`src/rtl/bcd_pkg.sv`:
```
// Shared types and constants for the multiplexed BCD scan controller and its
// BCD-to-decimal decoder.
package bcd_pkg;

    typedef enum logic [1:0] {
        IDLE  = 2'd0,
        SCAN  = 2'd1,
        BLANK = 2'd2
    } scan_state_e;

    localparam int BCD_W   = 4;
    localparam int DEC_W   = 10;
    localparam int BCD_MAX = 9;

    function automatic logic bcd_is_valid(input logic [BCD_W-1:0] v);
        return (v <= BCD_W'(BCD_MAX));
    endfunction

endpackage

```
`src/rtl/bcd_to_dec_decoder.sv`:
```
// BCD-to-decimal one-of-ten decoder; inputs 10..15 leave every output low.
module bcd_to_dec_decoder
    import bcd_pkg::*;
(
    input  logic a0,
    input  logic a1,
    input  logic a2,
    input  logic a3,
    output logic o0,
    output logic o1,
    output logic o2,
    output logic o3,
    output logic o4,
    output logic o5,
    output logic o6,
    output logic o7,
    output logic o8,
    output logic o9
);

    logic [BCD_W-1:0] code_s;
    logic [DEC_W-1:0] dec_s;

    assign code_s = {a3, a2, a1, a0};

    always_comb begin
        dec_s = '0;
        if (bcd_is_valid(code_s)) begin
            dec_s = DEC_W'(1) << code_s;
        end else begin
            dec_s = '0;
        end
    end

    assign {o9, o8, o7, o6, o5, o4, o3, o2, o1, o0} = dec_s;

endmodule

```
`src/rtl/bcd_scan_ctrl.sv`:
```
// Time-multiplexed scan controller: one-deep load buffer, frame-boundary word
// swap, per-digit dwell with a one-cycle blanking gap, and a shared decoder.
module bcd_scan_ctrl
    import bcd_pkg::*;
#(
    parameter int NUM_DIGITS = 4,
    parameter int DWELL      = 1000
) (
    input  logic                        clk,
    input  logic                        rst,
    input  logic                        enable,
    input  logic                        load_valid,
    output logic                        load_ready,
    input  logic [BCD_W*NUM_DIGITS-1:0] load_data,
    output logic [BCD_W-1:0]            bcd_out,
    output logic [DEC_W-1:0]            dec_out,
    output logic [NUM_DIGITS-1:0]       dig_sel,
    output logic                        frame_done,
    output logic                        err
);

    localparam int WORD_W = BCD_W * NUM_DIGITS;
    localparam int CNT_W  = (DWELL > 1) ? $clog2(DWELL) : 1;
    localparam int IDX_W  = $clog2(NUM_DIGITS);
    localparam logic [CNT_W-1:0] CNT_LAST = CNT_W'(DWELL - 1);
    localparam logic [IDX_W-1:0] IDX_LAST = IDX_W'(NUM_DIGITS - 1);

    scan_state_e            state_q, state_d;
    logic [IDX_W-1:0]       idx_q, idx_d;
    logic [CNT_W-1:0]       cnt_q, cnt_d;
    logic [WORD_W-1:0]      active_q, active_d;
    logic [WORD_W-1:0]      pending_q, pending_d;
    logic                   load_ready_q, load_ready_d;
    logic [BCD_W-1:0]       bcd_q, bcd_d;
    logic [NUM_DIGITS-1:0]  dig_sel_q, dig_sel_d;
    logic                   show_q, show_d;
    logic                   frame_done_q, frame_done_d;
    logic                   err_q, err_d;
    logic                   swap_s;
    logic [BCD_W-1:0]       digit_s;
    logic [DEC_W-1:0]       dec_raw_s;

    // A full pending buffer moves to active while idle or in the last blank of a frame.
    assign swap_s = !load_ready_q &&
                    ((state_q == IDLE) || ((state_q == BLANK) && (idx_q == IDX_LAST)));

    always_comb begin
        state_d      = state_q;
        idx_d        = idx_q;
        cnt_d        = cnt_q;
        active_d     = active_q;
        pending_d    = pending_q;
        load_ready_d = load_ready_q;

        if (swap_s) begin
            active_d     = pending_q;
            pending_d    = '0;
            load_ready_d = 1'b1;
        end else if (load_valid && load_ready_q) begin
            pending_d    = load_data;
            load_ready_d = 1'b0;
        end else begin
            pending_d    = pending_q;
        end

        if (!enable) begin
            state_d = IDLE;
            idx_d   = '0;
            cnt_d   = '0;
        end else begin
            case (state_q)
                IDLE: begin
                    state_d = SCAN;
                    idx_d   = '0;
                    cnt_d   = '0;
                end
                SCAN: begin
                    if (cnt_q == CNT_LAST) begin
                        state_d = BLANK;
                        cnt_d   = '0;
                    end else begin
                        state_d = SCAN;
                        cnt_d   = cnt_q + 1'b1;
                    end
                end
                BLANK: begin
                    state_d = SCAN;
                    cnt_d   = '0;
                    if (idx_q == IDX_LAST) begin
                        idx_d = '0;
                    end else begin
                        idx_d = idx_q + 1'b1;
                    end
                end
                default: begin
                    state_d = IDLE;
                    idx_d   = '0;
                    cnt_d   = '0;
                end
            endcase
        end
    end

    // Output registers are computed from the next state so they line up with state_q.
    always_comb begin
        digit_s      = BCD_W'(active_d >> (int'(idx_d) * BCD_W));
        bcd_d        = '0;
        dig_sel_d    = '0;
        show_d       = 1'b0;
        frame_done_d = 1'b0;
        err_d        = err_q || ((state_q == SCAN) && !bcd_is_valid(bcd_q));
        if (state_d == SCAN) begin
            bcd_d     = digit_s;
            dig_sel_d = NUM_DIGITS'(1) << idx_d;
            show_d    = bcd_is_valid(digit_s);
        end else if (state_d == BLANK) begin
            frame_done_d = (idx_d == IDX_LAST);
        end else begin
            bcd_d = '0;
        end
    end

    always_ff @(posedge clk) begin
        if (rst) begin
            state_q      <= IDLE;
            idx_q        <= '0;
            cnt_q        <= '0;
            active_q     <= '0;
            pending_q    <= '0;
            load_ready_q <= 1'b1;
            bcd_q        <= '0;
            dig_sel_q    <= '0;
            show_q       <= 1'b0;
            frame_done_q <= 1'b0;
            err_q        <= 1'b0;
        end else begin
            state_q      <= state_d;
            idx_q        <= idx_d;
            cnt_q        <= cnt_d;
            active_q     <= active_d;
            pending_q    <= pending_d;
            load_ready_q <= load_ready_d;
            bcd_q        <= bcd_d;
            dig_sel_q    <= dig_sel_d;
            show_q       <= show_d;
            frame_done_q <= frame_done_d;
            err_q        <= err_d;
        end
    end

    bcd_to_dec_decoder u_dec (
        .a0 (bcd_q[0]),
        .a1 (bcd_q[1]),
        .a2 (bcd_q[2]),
        .a3 (bcd_q[3]),
        .o0 (dec_raw_s[0]),
        .o1 (dec_raw_s[1]),
        .o2 (dec_raw_s[2]),
        .o3 (dec_raw_s[3]),
        .o4 (dec_raw_s[4]),
        .o5 (dec_raw_s[5]),
        .o6 (dec_raw_s[6]),
        .o7 (dec_raw_s[7]),
        .o8 (dec_raw_s[8]),
        .o9 (dec_raw_s[9])
    );

    assign dec_out    = dec_raw_s & {DEC_W{show_q}};
    assign bcd_out    = bcd_q;
    assign dig_sel    = dig_sel_q;
    assign frame_done = frame_done_q;
    assign err        = err_q;
    assign load_ready = load_ready_q;

endmodule

```
`config.mk`:
```
export PLATFORM = sky130hd
export DESIGN_NAME = bcd_scan_ctrl
export DESIGN_NICKNAME = d
export VERILOG_FILES = /design/src/rtl/bcd_pkg.sv /design/src/rtl/bcd_to_dec_decoder.sv /design/src/rtl/bcd_scan_ctrl.sv
export SDC_FILE = /design/constraint.sdc
export NUM_CORES = 1
export LEC_CHECK = 0
export BUFFER_PORTS_ARGS = -buffer_cell sky130_fd_sc_hd__buf_2
export CAP_MARGIN = 10
export CORE_ASPECT_RATIO = 0.7
export CORE_UTILIZATION = 59
export DETAILED_ROUTE_END_ITERATION = 12
export PLACE_DENSITY_LB_ADDON = 0.08
export SKIP_CTS_REPAIR_TIMING = 1
export SYNTH_ARGS = -nofsm -noshare
export SYNTH_HDL_FRONTEND = slang
export SYNTH_SLANG_ARGS = --single-unit
```
`constraint.sdc`:
```
create_clock -name clk -period 5.56 [get_ports clk]
set_input_delay 0.278 -clock clk [delete_from_list [all_inputs] [get_ports clk]]
set_output_delay 0.278 -clock clk [all_outputs]
set_load 0.02 [all_outputs]
```
==> results of run 1 <==
-- power groups by stage --
stage                     logic [µW]  clock network (µW)  registers, µW
after floorplan                 42.3                   0            442
after global placement          54.8                   0            445
after detailed placement        55.6                   0            445
after CTS                       56.1                 398            436
after global routing            63.3                 419            438
final                           55.7                 391            436
-- through the flow --
step	instances	hold WS, ns	cell area (µm²)	setup slack (ns)	utilization (%)
after CTS	371	0.1725	2867	3.276	71.77
after global routing	371	0.1655	2867	3.041	71.77
after floorplan	282	0.4140	2492	3.545	-
final	371	0.1818	2867	3.268	71.77
after global placement	356	0.4299	2663	3.373	66.67
after detailed placement	356	0.4431	2663	3.298	66.67
-- metal layers --
| metal | vias up | wire length [µm] | track usage [%] | part of all wire, % |
|---|---|---|---|---|
| met5 | - | 0 | 0 | 0 |
| met4 | 0 | 38 | 7.013 | 0.82 |
| met3 | 8 | 294 | 9.756 | 6.3 |
| met2 | 57 | 1925 | 35.29 | 42 |
| met1 | 862 | 2378 | 32.09 | 51 |
| li1 | 1019 | - | - | - |
-- worst reg2reg max path, stage by stage, from the launching register on --
cell      delay, ns
dfxtp_1        0.36
inv_1          0.09
ha_1           0.26
a21o_1         0.28
nand2b_1       0.43
mux4_2         0.56
nand2_1        0.09
a21oi_1        0.07
-- cell usage in the layout (no fill, tap or decap), types with 2 or more instances in the layout --
cell      count
nand2_1      59
dfxtp_1      58
buf_2        40
nor2_1       31
a21oi_1      26
clkbuf_8     12
nor2b_1      10
a32oi_1       8
nor3_1        7
ha_1          7
mux4_2        6
inv_1         5
nand2b_1      5
nand3_1       5
and3_1        5
xnor2_1       5
xor2_1        3
nor3b_1       2
nand3b_1      2
or3b_2        2
a21o_1        2
-- area by class of cell --
| cell class | instances | area [µm²] | share of cell area, % |
|---|---|---|---|
| Clock buffer | 13 | 168.9 | 5.893 |
| Sequential cell | 58 | 1161 | 40.51 |
| Clock inverter | 2 | 35.03 | 1.222 |
| Timing Repair Buffer | 40 | 200.2 | 6.984 |
| Multi-Input combinational cell | 201 | 1217 | 42.47 |
| Tap cell | 52 | 65.06 | 2.270 |
| Inverter | 5 | 18.77 | 0.6547 |
-- kinds of logic (layout without fill, tap and decap cells) --
kind of cell | count (synthesis) | after routing | synth area share [%]
compound gates | 43 | 43 | 11.19
xor+xnor | 8 | 8 | 2.811
fa+ha+maj | 7 | 7 | 3.514
buf+inv | 23 | 60 | 4.568
flops | 58 | 58 | 46.59
mux | 7 | 7 | 5.823
simple gates | 136 | 136 | 25.50
-- synth_stat cells, types with 2 or more instances --
| library cell | n | area [µm²] |
|---|---|---|
| or3b_2 | 2 | 17.52 |
| a21oi_1 | 26 | 130.1 |
| nor2b_1 | 10 | 62.56 |
| ha_1 | 7 | 87.58 |
| and3_1 | 5 | 31.28 |
| nor2_1 | 31 | 116.4 |
| mux4_2 | 6 | 135.1 |
| xnor2_1 | 5 | 43.79 |
| buf_2 | 4 | 20.02 |
| nand2b_1 | 5 | 31.28 |
| clkbuf_1 | 8 | 30.03 |
| nand2_1 | 59 | 221.5 |
| dfxtp_1 | 58 | 1161 |
| nand3_1 | 5 | 25.02 |
| nand3b_1 | 2 | 15.01 |
| nor3b_1 | 2 | 15.01 |
| a32oi_1 | 8 | 70.07 |
| inv_1 | 5 | 18.77 |
| nor3_1 | 7 | 35.03 |
| xor2_1 | 3 | 26.28 |
| buf_4 | 4 | 30.03 |
| a21o_1 | 2 | 15.01 |
-- flip-flops by register name, summed over array words and instances, names as in the netlist --
register,flops
idx_q,2
show_q,1
bcd_out,4
load_ready,1
dig_sel,4
err,1
pending_q,16
active_q,16
state_q,2
cnt_q,10
frame_done,1
-- final timing paths --
check,endpoint,slack (ns),cells past startpoint
setup reg to reg,bcd_out[0]$_SDFF_PP0_,3.27,7
hold reg to reg,active_q[12]$_SDFF_PP0_,0.45,2
setup / recovery,bcd_out[0]$_SDFF_PP0_,3.27,7
hold / removal,pending_q[14]$_SDFFE_PP0P_,0.18,3
==> metrics.txt, run 1 <==
drt wl/cell=about 12 µm; Power Dens Cells=307.9 nW/µm²; antenna violations before repair=0; gr usage total=23.94%; HP Start=load_data[14]; RR Startpoint=state_q[0]$_SDFF_PP0_; GR Overflow Total=0; DRT iter0 DRCs=between 100 and 150; filler cell count=330; final hold vios=0; Routed Antenna Nets=0; Least-Margin Pin Slew=about 1.0 ns; Mapped Nets=slightly above 300; vias=1946; max-slew violations=0; Setup CP Type=reg -> reg; H-Tree Level Count=3; worst skew pair latency=0.33 ns; drt total wl=roughly 4.6 mm; Mapped Cells=approximately 280; die extent in x=about 80 µm; CTS Buffer Depth=2; crit path max fanout=13; Remaining DRCs=0; switching power=~190 µW; Data arrival, critical path=2.46 ns; Mapped Area=around 2500 µm²; Clk pwr share=between 40 and 50%; Slew HR=between 30% and 40%; # port buffers=40; Comb power frac=6.3%; Net count, final=approximately 340; Initial Util=between 60% and 70%; CP cell instances=inv_1 > ha_1 > a21o_1 > nand2b_1 > mux4_2 > nand2_1 > a21oi_1; count of cell types in the netlist=40; Critical Path RT=about 5.7 ns; P&R area growth vs syn=15.01%; Synth Flop Type=dfxtp_1; CTS sink cnt=58; Post-Route Setup TNS=0 ns; CTS Buf Count=9; Setup violations, final=0; CTS tree=built; crit end category=flip-flop; CP Launch Type=flip-flop; internal power=between 600 and 700 µW; crit path launch=state_q[0]$_SDFF_PP0_; switch share=21.95%; Seq cells post-synth=58; syn_area_per_cell=around 8.8 µm²; Root Driver=clkbuf_8; layout cells sized above 1=20.06%; total core area=between 3000 and 4000 µm²; pin count of the biggest net entering global routing=23; CP bufs+invs=1; Pleak=between 0.001 and 0.0015 µW; Max rail drop VDD=around 0.00023 V; worst stage delay on the critical path=about 0.56 ns; PnR Total Power=roughly 880 µW; worst clock skew=~0.0058 ns; Worst path top cell family by delay=multiplexers; CP max stage cell=mux4_2; EDFF count, synth=0; worst hold path class=in -> reg; highest clock rate=~440 MHz; status=completed; vias per cell=between 5 and 6; unrepaired setup endpoints after global routing=no; number of global-route vias before repair=between 1500 and 2000; routability cong.=0.8335; Seq/Total Area, Yosys=around 47%; Ys Warns=0; total die area=around 4500 µm²; Top Ports=41; Async S/R FF share, synth=0%; Antenna Cells=0; Min Clock Period, post-route=2.292 ns; power share of the sequential group=49.4%; first-pass GRT wire length=8.024 mm; Die Y-Extent=between 50 and 60 µm; Max-Cap Viols=0; Period Utilization, post-route=41.22%; num rows=19; first drt pass iteration count=4; Worst-path clk slew=0.06 ns; post-DP HPWL=about 3.3 mm
(Power assumes the default switching activity.)
==> inputs of run 2 (changes only) <==
--- a/config.mk
+++ b/config.mk
@@ -8,7 +8,7 @@
 export BUFFER_PORTS_ARGS = -buffer_cell sky130_fd_sc_hd__buf_2
 export CAP_MARGIN = 10
 export CORE_ASPECT_RATIO = 0.7
-export CORE_UTILIZATION = 59
+export CORE_UTILIZATION = 55
 export DETAILED_ROUTE_END_ITERATION = 12
 export PLACE_DENSITY_LB_ADDON = 0.08
 export SKIP_CTS_REPAIR_TIMING = 1
==> constraint.sdc (replaced) <==
create_clock -name clk -period 2.4 [get_ports clk]
set_input_delay 0.12 -clock clk [delete_from_list [all_inputs] [get_ports clk]]
set_output_delay 0.12 -clock clk [all_outputs]
set_load 0.02 [all_outputs]
==> run 2 against run 1 <==
The flow now finishes with violations (design-rule violations); worst setup slack worse by 3.0 ns; fmax rose by 5.5%; count of clock-buffer cells in the layout did not move; critical endpoint is now show_q$_SDFF_PP0_; sequential cell count did not move; first-iteration DRC count shrank 3.0%; largest cell class unchanged; sequential share of layout area is 0.37 points lower; cell area increased by 0.92%; utilization is 5.3 points lower; hold slack got worse by 0.16 ns; non-clock buffer count up 3; sequential power rose by 130%.
==> metrics.txt, run 2 (synthesis gave the netlist of run 1 again) <==
worst skew pair latency=0.34 ns (about the same); r2r setup slk=0.23 ns (-3.04 ns); Post-Route Setup TNS=0 ns (unchanged); biggest regs=active_q (16), pending_q (16), cnt_q (10); DRT iter0 DRCs=98 (-3.0%); Net count, final=345 (+0.88%); Setup violations, final=0 (unchanged); unrepaired setup endpoints after global routing=no; CP bufs+invs=1 (unchanged); number of global-route vias before repair=1696 (-3.9%); HP Start=load_data[6]; worst stage delay on the critical path=0.40 ns (-0.16 ns); highest clock rate=460.4 MHz (+5.5%); failing checks=design-rule violations; drt wl/cell=12.54 µm (+0.36%); hold endpoint=pending_q[6]$_SDFFE_PP0P_; Die Y-Extent=58.32 µm (+3.4%); vias=1963 (+0.87%); worst clock skew=0.006967 ns (+0.001211 ns); Final Non-Filler Cells=377 (+1.6%); # port buffers=40 (unchanged); GR Overflow Total=0 (unchanged); Min Clock Period, post-route=2.172 ns (-0.1200 ns); antenna violations before repair=0 (unchanged); Root Driver=clkbuf_8; final hold vios=0 (unchanged); Worst-path clk slew=0.06 ns (about the same); CP Launch Type=flip-flop; H-Tree Level Count=3 (unchanged); crit path max fanout=10 (-3); status=finished with violations; dpl cells=362 (+1.7%); crit end category=flip-flop; Setup CP Type=reg -> reg; drt total wl=4.729 mm (+2.0%); most common cell after layout, fill and taps aside=nand2_1; Power Dens Cells=711.6 nW/µm² (+130%); Remaining DRCs=1 (+1); Max rail drop VDD=0.0004556 V (+99%); PnR Total Power=2059 µW (+130%); CP max stage cell=or3b_1; num rows=20 (+1); pin count of the biggest net entering global routing=23 (unchanged); Max-Cap Viols=0 (unchanged); Critical Path RT=2.63 ns (-3.10 ns); Initial Util=57.24% (-5.2 points); Worst path top cell family by delay=simple AND/OR/NAND/NOR gates; post-DP HPWL=3.420 mm (+4.7%); CTS tree=built; total core area=4354 µm² (+9.0%); Period Utilization, post-route=90.50% (+49 points); routability cong.=0.7506 (-9.9%); Pleak=0.001148 µW (+1.2%); Slew HR=58.10% (+26 points); hold depth=3 (unchanged); CP cell instances=inv_1 > ha_1 > or3b_1 > a21oi_4 > mux4_2 > and2_0 > o21ba_1; Least-Margin Pin Slew=0.6286 ns (-0.3802 ns); CTS sink cnt=58 (unchanged); gr usage total=23.09% (-0.85 points); filler cell count=388 (+18%); FF-to-FF End=show_q$_SDFF_PP0_; first-pass GRT wire length=7.900 mm (-1.5%); first drt pass iteration count=8 (+4); worst hold path class=in -> reg; Data arrival, critical path=2.40 ns (-0.06 ns); Routed Antenna Nets=0 (unchanged); most frequent cells in the layout=nand2_1 (59), dfxtp_1 (58), buf_2 (40); Antenna Cells=0 (unchanged); total die area=4809 µm² (+7.0%); Top Ports=41 (unchanged); RR Startpoint=state_q[0]$_SDFF_PP0_; CTS Buf Count=9 (unchanged); die extent in x=82.46 µm (+3.5%); max-slew violations=0 (unchanged); Finished Core Util=66.44% (-5.3 points); CTS Buffer Depth=2 (unchanged); Reg2Reg Depth=7 (unchanged); P&R area growth vs syn=16.06%; layout cells sized above 1=20.81% (+0.74 points); vias per cell=5.207 (-0.73%)
## run 2: cell types whose count changed in the layout (fill, tap and decap cells not counted), sizes merged
cell,change
buf,+3
## run 2: how the worst max path moves through the flow
stage	start	endpoint	depth (start not counted)
floorplan	state_q[0]$_SDFF_PP0_	bcd_out[0]$_SDFF_PP0_	7
global placement	state_q[1]$_SDFF_PP0_	show_q$_SDFF_PP0_	7
detailed placement	state_q[0]$_SDFF_PP0_	show_q$_SDFF_PP0_	7
CTS	state_q[0]$_SDFF_PP0_	show_q$_SDFF_PP0_	7
global route	state_q[0]$_SDFF_PP0_	load_ready$_SDFFE_PP1P_	6
finish	state_q[0]$_SDFF_PP0_	show_q$_SDFF_PP0_	7
## run 2: layout make-up
| type | instances | area [µm²] | share of cell area (%) |
|---|---|---|---|
| tap | 55 | 68.82 | 2.379 |
| sequential | 58 | 1161 | 40.14 |
| timing repair buffer | 43 | 222.7 | 7.699 |
| multi-input combinational | 201 | 1217 | 42.08 |
| clock inverter | 2 | 35.03 | 1.211 |
| inverter | 5 | 18.77 | 0.6488 |
| clock buffer | 13 | 168.9 | 5.839 |
## run 2: through the flow
| stage | hold WS [ns] | instance area (µm²) | setup WS, ns |
|---|---|---|---|
| 2_1_floorplan | 0.2560 | 2492 | 0.3846 |
| 3_3_place_gp | 0.3620 | 2689 | 0.2515 |
| 3_5_place_dp | 0.3651 | 2689 | 0.2033 |
| 4_1_cts | -0.002488 | 2893 | 0.2000 |
| 5_1_grt | 0.01725 | 2893 | 0.04779 |
| 6_report | 0.01912 | 2893 | 0.2279 |
## run 2: report_power, final
group	internal, µW	switching [µW]	leakage, µW
sequential	989	17.3	0.000470
combinational	54.3	84.6	0.000572
clock	557	356	0.000106
## run 2: worst reg2reg max path, stage by stage (launching register included)
cell and delay [ns]:
dfxtp_1 0.33, inv_1 0.11, ha_1 0.19, or3b_1 0.40, a21oi_4 0.34, mux4_2 0.38, and2_0 0.17, o21ba_1 0.16
## run 2: per-layer routing
metal	track usage, %	routed length [µm]	vias up
li1	-	-	1022
met1	32.54	2587	882
met2	30.70	1855	52
met3	9.302	210	7
met4	10.53	76	0
met5	0	0	-
